===== src/rtl/shbus_deserializer_pkg.sv =====
// Shared helpers for the masked-bus deserializer.
//   cnt_width(n) : width of a counter that must hold 0..n inclusive.
package shbus_deserializer_pkg;

    function automatic int unsigned cnt_width(input int unsigned n);
        return $clog2(n + 1);
    endfunction

endpackage


===== src/rtl/shbus_deserializer_shbus2shares.sv =====
// Bus-to-packed sharing remap (pure wiring).
//   shbus  : bus representation, bit d*i+j = share j of bit i
//   shares : packed representation, bit count*j+i = share j of bit i
module shbus2shares #(
    parameter int unsigned d     = 2,
    parameter int unsigned count = 8
) (
    input  logic [d*count-1:0] shbus,
    output logic [d*count-1:0] shares
);

    // Each output wire is driven by exactly one input wire; shares never mix.
    for (genvar j = 0; j < d; j++) begin : g_share
        for (genvar i = 0; i < count; i++) begin : g_bit
            assign shares[count*j+i] = shbus[d*i+j];
        end
    end

endmodule


===== src/rtl/shbus_deserializer.sv =====
// Masked-data deserializer: collects nbeats bus-representation beats of
// count shared bits and presents the whole sharing in packed representation.
//   clk, rst_n          : clock, asynchronous active-low reset
//   in_valid/in_ready   : input beat handshake, in_shbus = beat (d*count bits)
//   out_valid/out_ready : output sharing handshake, out_shares = d*count*nbeats bits
// Build option SHBUS_DESER_CLEAR_EN: zero unused buffer slots on output fire and
// blank out_shares while out_valid is low.
module shbus_deserializer
    import shbus_deserializer_pkg::*;
#(
    parameter int unsigned d      = 2,
    parameter int unsigned count  = 8,
    parameter int unsigned nbeats = 16
) (
    input  logic                        clk,
    input  logic                        rst_n,
    input  logic                        in_valid,
    output logic                        in_ready,
    input  logic [d*count-1:0]          in_shbus,
    output logic                        out_valid,
    input  logic                        out_ready,
    output logic [d*count*nbeats-1:0]   out_shares
);

    localparam int unsigned W_BEAT = d * count;
    localparam int unsigned W_OUT  = d * count * nbeats;
    localparam int unsigned CNT_W  = cnt_width(nbeats);

    logic [CNT_W-1:0] cnt_q, cnt_d, wr_idx;
    logic [W_OUT-1:0] beat_buf_q, beat_buf_d;
    logic [W_OUT-1:0] remap;
    logic             out_valid_q, out_valid_d;
    logic             in_fire, out_fire;

    // Full is tracked by its own flop so out_valid is a clean register output.
    assign out_valid = out_valid_q;
    assign in_ready  = !out_valid_q || out_ready;
    assign in_fire   = in_valid && in_ready;
    assign out_fire  = out_valid_q && out_ready;

    // Next-state: output fire restarts at slot 0, so a concurrent beat lands there.
    always_comb begin
        cnt_d      = cnt_q;
        beat_buf_d = beat_buf_q;
        wr_idx     = cnt_q;
        if (out_fire) begin
            cnt_d  = '0;
            wr_idx = '0;
`ifdef SHBUS_DESER_CLEAR_EN
            beat_buf_d = '0;
`endif
        end
        if (in_fire) begin
            for (int unsigned k = 0; k < nbeats; k++) begin
                if (wr_idx == CNT_W'(k)) begin
                    beat_buf_d[k*W_BEAT +: W_BEAT] = in_shbus;
                end
            end
            cnt_d = cnt_d + CNT_W'(1);
        end
        out_valid_d = (cnt_d == CNT_W'(nbeats));
    end

    // State registers.
    always_ff @(posedge clk or negedge rst_n) begin
        if (!rst_n) begin
            cnt_q       <= '0;
            beat_buf_q  <= '0;
            out_valid_q <= 1'b0;
        end else begin
            cnt_q       <= cnt_d;
            beat_buf_q  <= beat_buf_d;
            out_valid_q <= out_valid_d;
        end
    end

    // The concatenated slots form one wide bus-representation sharing.
    shbus2shares #(
        .d     (d),
        .count (count * nbeats)
    ) u_remap (
        .shbus  (beat_buf_q),
        .shares (remap)
    );

`ifdef SHBUS_DESER_CLEAR_EN
    assign out_shares = out_valid_q ? remap : '0;
`else
    assign out_shares = remap;
`endif

endmodule


===== config.mk =====
export PLATFORM = sky130hd
export DESIGN_NAME = shbus_deserializer
export DESIGN_NICKNAME = d
export VERILOG_FILES = /design/src/rtl/shbus_deserializer_pkg.sv /design/src/rtl/shbus_deserializer_shbus2shares.sv /design/src/rtl/shbus_deserializer.sv
export SDC_FILE = /design/constraint.sdc
export NUM_CORES = 1
export LEC_CHECK = 0
export BUFFER_PORTS_ARGS = -buffer_cell sky130_fd_sc_hd__buf_2
export CAP_MARGIN = 20
export CORE_MARGIN = 5
export CORE_UTILIZATION = 50
export CTS_CLUSTER_SIZE = 25
export DETAILED_ROUTE_END_ITERATION = 12
export PLACE_DENSITY = 0.75
export SETUP_SLACK_MARGIN = 0.15
export SLEW_MARGIN = 20
export SYNTH_ARGS = -nofsm -noshare
export SYNTH_HDL_FRONTEND = slang
export SYNTH_HIERARCHICAL = 1
export SYNTH_SLANG_ARGS = --single-unit

===== constraint.sdc =====
create_clock -name clk -period 2.75 [get_ports clk]
set_clock_uncertainty 0.2 [all_clocks]
set_input_delay 0.275 -clock clk [delete_from_list [all_inputs] [get_ports clk]]
set_output_delay 0.275 -clock clk [all_outputs]
set_load 0.01 [all_outputs]

Yosys cells after proc, flatten, opt, wreduce, memory -nomap -nowiden
Cells that the tools add are included.
{ "classes": {"add_sub_neg": 1, "n_eq_ne": 16, "mux": 2, "n_reduce_logical": 21} }
{ "ops": {"columns": ["operator", "n"], "rows": [
  ["5-bit by 4-bit == test with 1-bit output (second input constant)", 8],
  ["2-bit AND reduction", 16],
  ["5-bit by 3-bit == test with 1-bit output (second input constant)", 4],
  ["5-bit by 2-bit == test with 1-bit output (second input constant)", 2],
  ["5-bit 2-to-1 mux", 2],
  ["5-bit by 1-bit adder with 5-bit output (second input constant)", 1],
  ["5-bit by 1-bit == test with 1-bit output (second input constant)", 1],
  ["5-bit == test (second input constant)", 1],
  ["5-bit logical NOT", 1],
  ["1-bit logical AND", 2],
  ["1-bit logical NOT", 1],
  ["1-bit logical OR", 1]
]} }
{ "totals": {"ff_bits": 262, "inputBits": 20, "output_inout_bits": 258, "wordCells": 58} }

Longest topological paths before layout
Gate-level depths: netlist of the first run.
{ "depth": {"depth_word": 5, "mapped_depth": 8, "ltp_nobuf": 6} }

Modules after synthesis
The synthesis of the first run kept the hierarchy.
{ "modules_own_cells": {"columns": ["module", "instances", "cells_per_inst", "area_per_inst_um2", "seq_area_each_um2"], "rows": [
  ["shbus_deserializer", 1, 625, 10331.2, 6556.3],
  ["shbus2shares", 1, 256, 1921.8, 0.0]
]} }

Least setup slack after synthesis of the first run
Ideal clock, no wire load.
{ "synth_path": {"kind": "register to register", "start": "register out_valid_q (netlist: out_valid)", "end": "register beat_buf_q[245]", "setup_time_ns": 0.125, "arrival_time_ns": 2.009, "t_required_ns": 2.425, "setup_slack_ns": 0.416, "path_stages_with_launch": 9, "path_buffers": 3, "synth_period_minus_slack_ns": 2.334, "cell_sequence": "dfrtp_1 -> buf_4 -> a21boi_4 -> and4_1 -> ha_1 -> and3_1 -> buf_2 -> buf_4 -> mux2_2"} }
{ "synth_via": {"elab_chain_len": 4, "elab_cells_between_ends": 7, "cone_classes": "1 x eq/ne; 1 x mux; 5 x reduce/logical"} }
{ "synth_lines": {"columns": ["item", "line_no", "rtl"], "rows": [
  ["from (decl)", "shbus_deserializer.sv:32", "logic out_valid_q, out_valid_d;"],
  ["from (signal assigned)", "shbus_deserializer.sv:73", "out_valid_q <= out_valid_d;"],
  ["1-bit logical AND / 1-bit logical NOT (equally long branches)", "shbus_deserializer.sv:39, shbus_deserializer.sv:37", null],
  ["5-bit 2-to-1 mux / 1-bit logical OR (equally long branches)", "shbus_deserializer.sv:46, shbus_deserializer.sv:37", null],
  ["5-bit by 4-bit == test with 1-bit output / 1-bit logical AND (equally long branches)", "shbus_deserializer.sv:55, shbus_deserializer.sv:38", null],
  ["2-bit AND reduction (no source line) (*)", null, null],
  ["to (signal assigned)", "shbus_deserializer.sv:72", "beat_buf_q <= beat_buf_d;"],
  ["to (decl)", "shbus_deserializer.sv:30", "logic [W_OUT-1:0] beat_buf_q, beat_buf_d;"]
]} }
Every way passes the cells marked *; elsewhere a longest branch is shown, timed or not.
A chain may end at the register's enable or synchronous reset.

Worst setup path after layout of the first run
{ "layout_path": {"start": "register out_valid_q (netlist: out_valid)", "end": "register beat_buf_q[254]"} }
Same word-level chain as after synthesis.

==> results of run 1 <==
-- routing by layer --
metal	part of all wire (%)	routed length, um	global-route usage (%)
met2	47	11900	29.7
met3	6.8	1730	4.60
met1	43	10900	24.4
met5	0	0	0
met4	3.0	765	5.02
-- repair_timing --
action,in CTS,in global routing
hold buffers,4,0
setup endpoints to repair,0,0
endpoints found under the hold margin,85,0
-- final cells by class --
type                       count  area, sq um
clock buffer                  38          777
clock inverter                10          109
fill                        2025        11300
inverter                       4         15.0
multi-input combinational    314         3490
sequential                   262         6560
tap                          324          405
timing repair buffer         296         1590
-- cells in the mapped netlist, drive strengths merged (2+ instances only) --
cell	n
nand4b	3
and4bb	2
nand3	7
o21ai	6
nor4b	2
a211oi	2
nand4	2
clkbuf	18
buf	283
dfrtp	262
inv	4
a21oi	2
mux2	256
nand2	4
nor2b	5
and3	2
nor2	4
-- sequential cells by signal (all words and copies together) (netlist names) --
name	count
beat_buf_q	256
out_valid	1
cnt_q	5
-- metrics by stage --
| step | util (%) | worst slack, ps | hold WS (ps) | cells | instance area (sq um) |
|---|---|---|---|---|---|
| after global routing | 53.4 | 217 | 58.5 | 1248 | 12900 |
| after CTS | 53.4 | 356 | 38.5 | 1248 | 12900 |
| after global placement | 49.5 | 438 | 110 | 1196 | 12000 |
| after floorplan | - | 416 | -221 | 881 | 12300 |
| after detailed placement | 49.5 | 373 | 116 | 1196 | 12000 |
| final | 53.4 | 360 | 52.3 | 1248 | 12900 |
-- report_power, final --
group / leakage, uW / internal, uW / switching, uW
clock network: 0.000434 / 2150 / 1450
registers: 0.00335 / 5550 / 959
logic: 0.00296 / 2710 / 2530
total: 0.00674 / 10400 / 4940
-- worst paths after layout --
path / startpoint / slack [ps] / to / cells after the start
setup / recovery: out_valid$_DFF_PN0_ / 360 / beat_buf_q[254]$_DFFE_PN0P_ / 6
hold / removal: in_shbus[8] / 50 / beat_buf_q[232]$_DFFE_PN0P_ / 2
setup reg to reg: out_valid$_DFF_PN0_ / 360 / beat_buf_q[254]$_DFFE_PN0P_ / 6
hold reg to reg: beat_buf_q[34]$_DFFE_PN0P_ / 280 / beat_buf_q[34]$_DFFE_PN0P_ / 1
max in group asynchronous: rst_n / 1410 / beat_buf_q[77]$_DFFE_PN0P_ / 3
min in group asynchronous: rst_n / 150 / beat_buf_q[11]$_DFFE_PN0P_ / 2
-- worst register-to-register path, delay by kind of cell (launching register included) --
kind	cells	cell delay (ps)
flip-flops	1	570
AND/OR/NAND/NOR	2	410
multiplexers	1	370
AO/OA/AOI/OAI	1	350
buffers and inverters	1	240
adder cells (fa/ha/maj)	1	140
-- cell families (layout without fill, tap and decap cells) --
| logic type | count (synthesis) | in the layout |
|---|---|---|
| buffers and inverters | 305 | 348 |
| multiplexers | 257 | 257 |
| adder cells (fa/ha/maj) | 1 | 1 |
| AO/OA/AOI/OAI | 17 | 17 |
| AND/OR/NAND/NOR | 39 | 39 |
| flip-flops | 262 | 262 |
==> results.json, run 1 <==
{
  "synth_xor_area_share_pct": 0,
  "drtPass1Iterations": 4,
  "relSlewSlack_pct": 51.2,
  "cts_resized": 0,
  "tightest_slew_ps": 732,
  "synth_top_family_by_area": "multiplexers",
  "status": "finished clean",
  "cts.reportedPaths.clkPinSlew_ps": 60,
  "max-vdd-ir-drop_mv": 0.655,
  "synthArstFlopShare_pct": 100,
  "ant_nets": 0,
  "initial_utilization_pct": 50.5,
  "hold_viol": 0,
  "vias": 6361,
  "endpoint_kind": "flip-flop",
  "die_w_um": 167,
  "nets": 926,
  "yosysSeqAreaShare_pct": 53.5,
  "globalplace.congestion": 0.758,
  "ys_warn_count": 6,
  "die_area_sq_um": 27700,
  "syn2layout_area_growth_pct": 5.60,
  "max-cap-violations": 0,
  "numCtsBuffers": 27,
  "synthSimpleGateAreaFrac_pct": 2.93,
  "clockRootBuffer": "clkbuf_16",
  "syn_nets": 902,
  "worst-path-buf-inv": 1,
  "drv_slew": 0,
  "vias_per_cell": 5.10,
  "clock_path_buffers": 3,
  "finalSetupTns_ps": 0,
  "hp-class": "input port to flip-flop",
  "tritoncts": "done",
  "synth_top_cell_area_share_pct": 53.5,
  "io_pins": 278,
  "synth-adder-area-share_pct": 0.102,
  "critPathLaunchType": "flip-flop",
  "cp.required_ps": 2960,
  "crit_path_max_incr_delay_ps": 570,
  "synthFlopType": "dfrtp_1",
  "place_hpwl_um": 17800,
  "drive_gt1_share_pct": 65.8,
  "grt_antenna_before_repair": 0,
  "crit_type": "flip-flop to flip-flop",
  "synthesis.area_sq_um": 12300,
  "powerDensity_nw_per_um2": 1190,
  "grt_pass1_wl_um": 40900,
  "critPathArrivalTime_ps": 2600,
  "wire_per_inst_um": 20.3,
  "portBuffers": 277,
  "setup_viol": 0,
  "cp_max_fo": 17,
  "rows": 57,
  "fmax_ghz": 0.418,
  "n_antenna_cell": 0,
  "cp_slowest_cell": "dfrtp_1",
  "final_cell_mix": "276 x buf_2, 262 x dfrtp_1, 232 x mux2_2",
  "synth_compound_area_share_pct": 1.23,
  "post-route-drc-count": 0,
  "cts_setup_buffers": 0,
  "ys_ff_latch": 262,
  "p_leak_uw": 0.00674,
  "track_usage_pct": 18.2,
  "path_delay_family": "flip-flops",
  "cts_max_level": 1,
  "grt_pass1_vias": 6777,
  "synthTopCellsByArea": "dfrtp_1 54%, mux2_2 21%, buf_4 16%, mux2_4 2.5%, buf_6 0.64%",
  "die_h_um": 167,
  "synth_edf_count": 0,
  "crit_chain": "a21boi_4 -> and4_1 -> ha_1 -> and3_1 -> buf_4 -> mux2_2",
  "clk_latency_ps": 520,
  "grt_start_max_net_pins": 80,
  "synth_top_area_cell": "dfrtp_1",
  "post-route-min-period_ps": 2390,
  "synth_cell_type_count": 46,
  "fin_crit_sh_pct": 86.9,
  "syn_avg_cell_area_sq_um": 13.9,
  "totalPowerFinal_uw": 15300,
  "final_common_cell": "buf_2",
  "synth_cells": 881,
  "grt-ovfl-total": 0,
  "coreArea_sq_um": 24200,
  "wirelength_um": 25300,
  "rsz0062_at_grt": "no",
  "cts_sinks": 262,
  "synth_mux_area_share_pct": 24.2,
  "dr.first_iter.drc_count": 316
}
Power figures use the tool's default switching activity.
==> run 2, diff against run 1 <==
--- a/config.mk
+++ b/config.mk
@@ -8,10 +8,11 @@
 export BUFFER_PORTS_ARGS = -buffer_cell sky130_fd_sc_hd__buf_2
 export CAP_MARGIN = 20
 export CORE_MARGIN = 5
-export CORE_UTILIZATION = 50
+export CORE_UTILIZATION = 45
 export CTS_CLUSTER_SIZE = 25
 export DETAILED_ROUTE_END_ITERATION = 12
-export PLACE_DENSITY = 0.75
+export HOLD_SLACK_MARGIN = 0.15
+export PLACE_DENSITY = 0.68
 export SETUP_SLACK_MARGIN = 0.15
 export SLEW_MARGIN = 20
 export SYNTH_ARGS = -nofsm -noshare
==> run 2 against run 1 <==
Sequential share of layout area fell by 0.73 points. Utilization fell by 4.5 points. Via count fell by 0.68%. Setup slack got worse by 46 ps.
==> results.json, run 2 (same netlist as run 1, synthesis figures left out) <==
{
  "wirelength_um": 26200,
  "p_sw_uw": 4950,
  "critPathLaunchType": "flip-flop",
  "crit_chain": "nand2_1 -> nand2_1 -> ha_1 -> and3_1 -> buf_4 -> mux2_2",
  "tightest_slew_ps": 603,
  "rows": 60,
  "io_pins": 278,
  "drive_gt1_share_pct": 64.0,
  "cp_num_cells": 6,
  "nets": 942,
  "r2r.worst_path.cells": 6,
  "fin_ws_ps": 313,
  "crit_top_cell": "nand2_1",
  "place_hpwl_um": 18000,
  "grt_antenna_before_repair": 0,
  "path_delay_family": "flip-flops",
  "p_leak_uw": 0.00680,
  "fin_crit_sh_pct": 88.6,
  "rr_endpoint": "beat_buf_q[245]$_DFFE_PN0P_",
  "relSlewSlack_pct": 59.7,
  "pre_cts_ws_ps": 360,
  "vias": 6318,
  "cts_sinks": 262,
  "endpoint_kind": "flip-flop",
  "seqPwrFrac_pct": 42.0,
  "sw_frac_of_total_pct": 32.0,
  "cp_max_fo": 17,
  "final_core_util_pct": 48.9,
  "cts_max_level": 1,
  "crit_path_end": "beat_buf_q[245]$_DFFE_PN0P_",
  "n_antenna_cell": 0,
  "portBuffers": 277,
  "post-route-drc-count": 0,
  "max-vdd-ir-drop_mv": 0.597,
  "syn2layout_area_growth_pct": 7.15,
  "cts.reportedPaths.clkPinSlew_ps": 60,
  "internal_power_uw": 10500,
  "clockRootBuffer": "clkbuf_16",
  "grt_start_max_net_pins": 84,
  "final_common_cell": "buf_2",
  "regArea_sq_um": 6560,
  "hp-class": "flip-flop to flip-flop",
  "die_w_um": 175,
  "clkPwrFrac_pct": 24.0,
  "fill_cells": 2358,
  "powerDensity_nw_per_um2": 1180,
  "finalSetupTns_ps": 0,
  "grt_pass1_vias": 6828,
  "critPathArrivalTime_ps": 2650,
  "numCtsBuffers": 28,
  "crit_path_max_incr_delay_ps": 690,
  "cp_slowest_cell": "dfrtp_1",
  "status": "finished clean",
  "power_frac_comb_pct": 34.0,
  "startpoint": "out_valid$_DFF_PN0_",
  "track_usage_pct": 16.9,
  "die_h_um": 175,
  "multiInputGateArea_sq_um": 3490,
  "setup_viol": 0,
  "ff2ff_setup_slack_ps": 310,
  "clk_latency_ps": 530,
  "tritoncts": "done",
  "post-route-min-period_ps": 2440,
  "grt-ovfl-total": 0,
  "drtPass1Iterations": 4,
  "drv_slew": 0,
  "crit_type": "flip-flop to flip-flop",
  "max-cap-violations": 0,
  "totalPowerFinal_uw": 15500,
  "globalplace.congestion": 0.748,
  "cp.required_ps": 2960,
  "final_cell_mix": "276 x buf_2, 262 x dfrtp_1, 232 x mux2_2",
  "wire_per_inst_um": 20.5,
  "r2r_start": "out_valid$_DFF_PN0_",
  "fmax_ghz": 0.410,
  "rsz0062_at_grt": "no",
  "dr.first_iter.drc_count": 346,
  "hold_viol": 0,
  "cts_setup_buffers": 0,
  "largest_register_ffs": 256,
  "grt_pass1_wl_um": 41300,
  "initial_utilization_pct": 45.6,
  "die_area_sq_um": 30600,
  "clock_path_buffers": 3,
  "regMostFlops": "beat_buf_q",
  "coreArea_sq_um": 26900,
  "worst-path-buf-inv": 1,
  "ant_nets": 0,
  "vias_per_cell": 4.94
}
[run 2: cell count changes in the layout (fill, tap and decap cells not counted), moves of 2 or more]
cell	delta
clkbuf_1	+6
dlygate4sd3_1	+16
clkinv_2	-3
clkbuf_8	-4
clkbuf_16	+2
[run 2: layout make-up]
class                           count  share of cell area, %
Clock buffer                       42                   6.05
Tap cell                          341                   3.25
Sequential cell                   262                   49.9
Clock inverter                      6                  0.820
Multi-Input combinational cell    314                   26.6
Inverter                            4                  0.114
Timing Repair Buffer              311                   13.2
[run 2: per-layer routing]
layer,track usage [%],vias to the layer above,routed length [um]
li1,-,2806,-
met1,21.8,3243,11100
met2,28.4,223,12600
met3,4.46,46,1840
met4,4.58,0,697
met5,0,-,0
[run 2: timing repair]
| action | 4_1_cts | 5_1_grt |
|---|---|---|
| hold endpoints to repair | 524 | 0 |
| resized for setup | 0 | 0 |
| hold buffers | 20 | 0 |
[run 2: power groups by stage]
stage / sequential (uW) / clock [uW] / combinational [uW]
final: 6500 / 3710 / 5260
after global routing: 6730 / 3980 / 5680
after CTS: 6510 / 3820 / 5360
after detailed placement: 6560 / 0 / 5320
after global placement: 6490 / 0 / 5240
after floorplan: 6200 / 0 / 5490
[run 2: through the flow]
stage | cell area [sq um] | std cells | hold WS (ps)
final | 13100 | 1280 | 290
after global routing | 13100 | 1280 | 307
after CTS | 13100 | 1280 | 299
after detailed placement | 12000 | 1212 | 42.7
after global placement | 12000 | 1212 | 42.5
after floorplan | 12300 | 881 | -221
[run 2: how the worst min path moves through the flow]
stage,cells past startpoint,endpoint,from,slack (ps)
after floorplan,0,beat_buf_q[0]$_DFFE_PN0P_,rst_n,-220
after global placement,1,beat_buf_q[51]$_DFFE_PN0P_,rst_n,40
after detailed placement,1,beat_buf_q[51]$_DFFE_PN0P_,rst_n,40
after CTS,1,beat_buf_q[233]$_DFFE_PN0P_,beat_buf_q[233]$_DFFE_PN0P_,300
after global routing,1,beat_buf_q[223]$_DFFE_PN0P_,beat_buf_q[223]$_DFFE_PN0P_,310
final,1,beat_buf_q[233]$_DFFE_PN0P_,beat_buf_q[233]$_DFFE_PN0P_,290
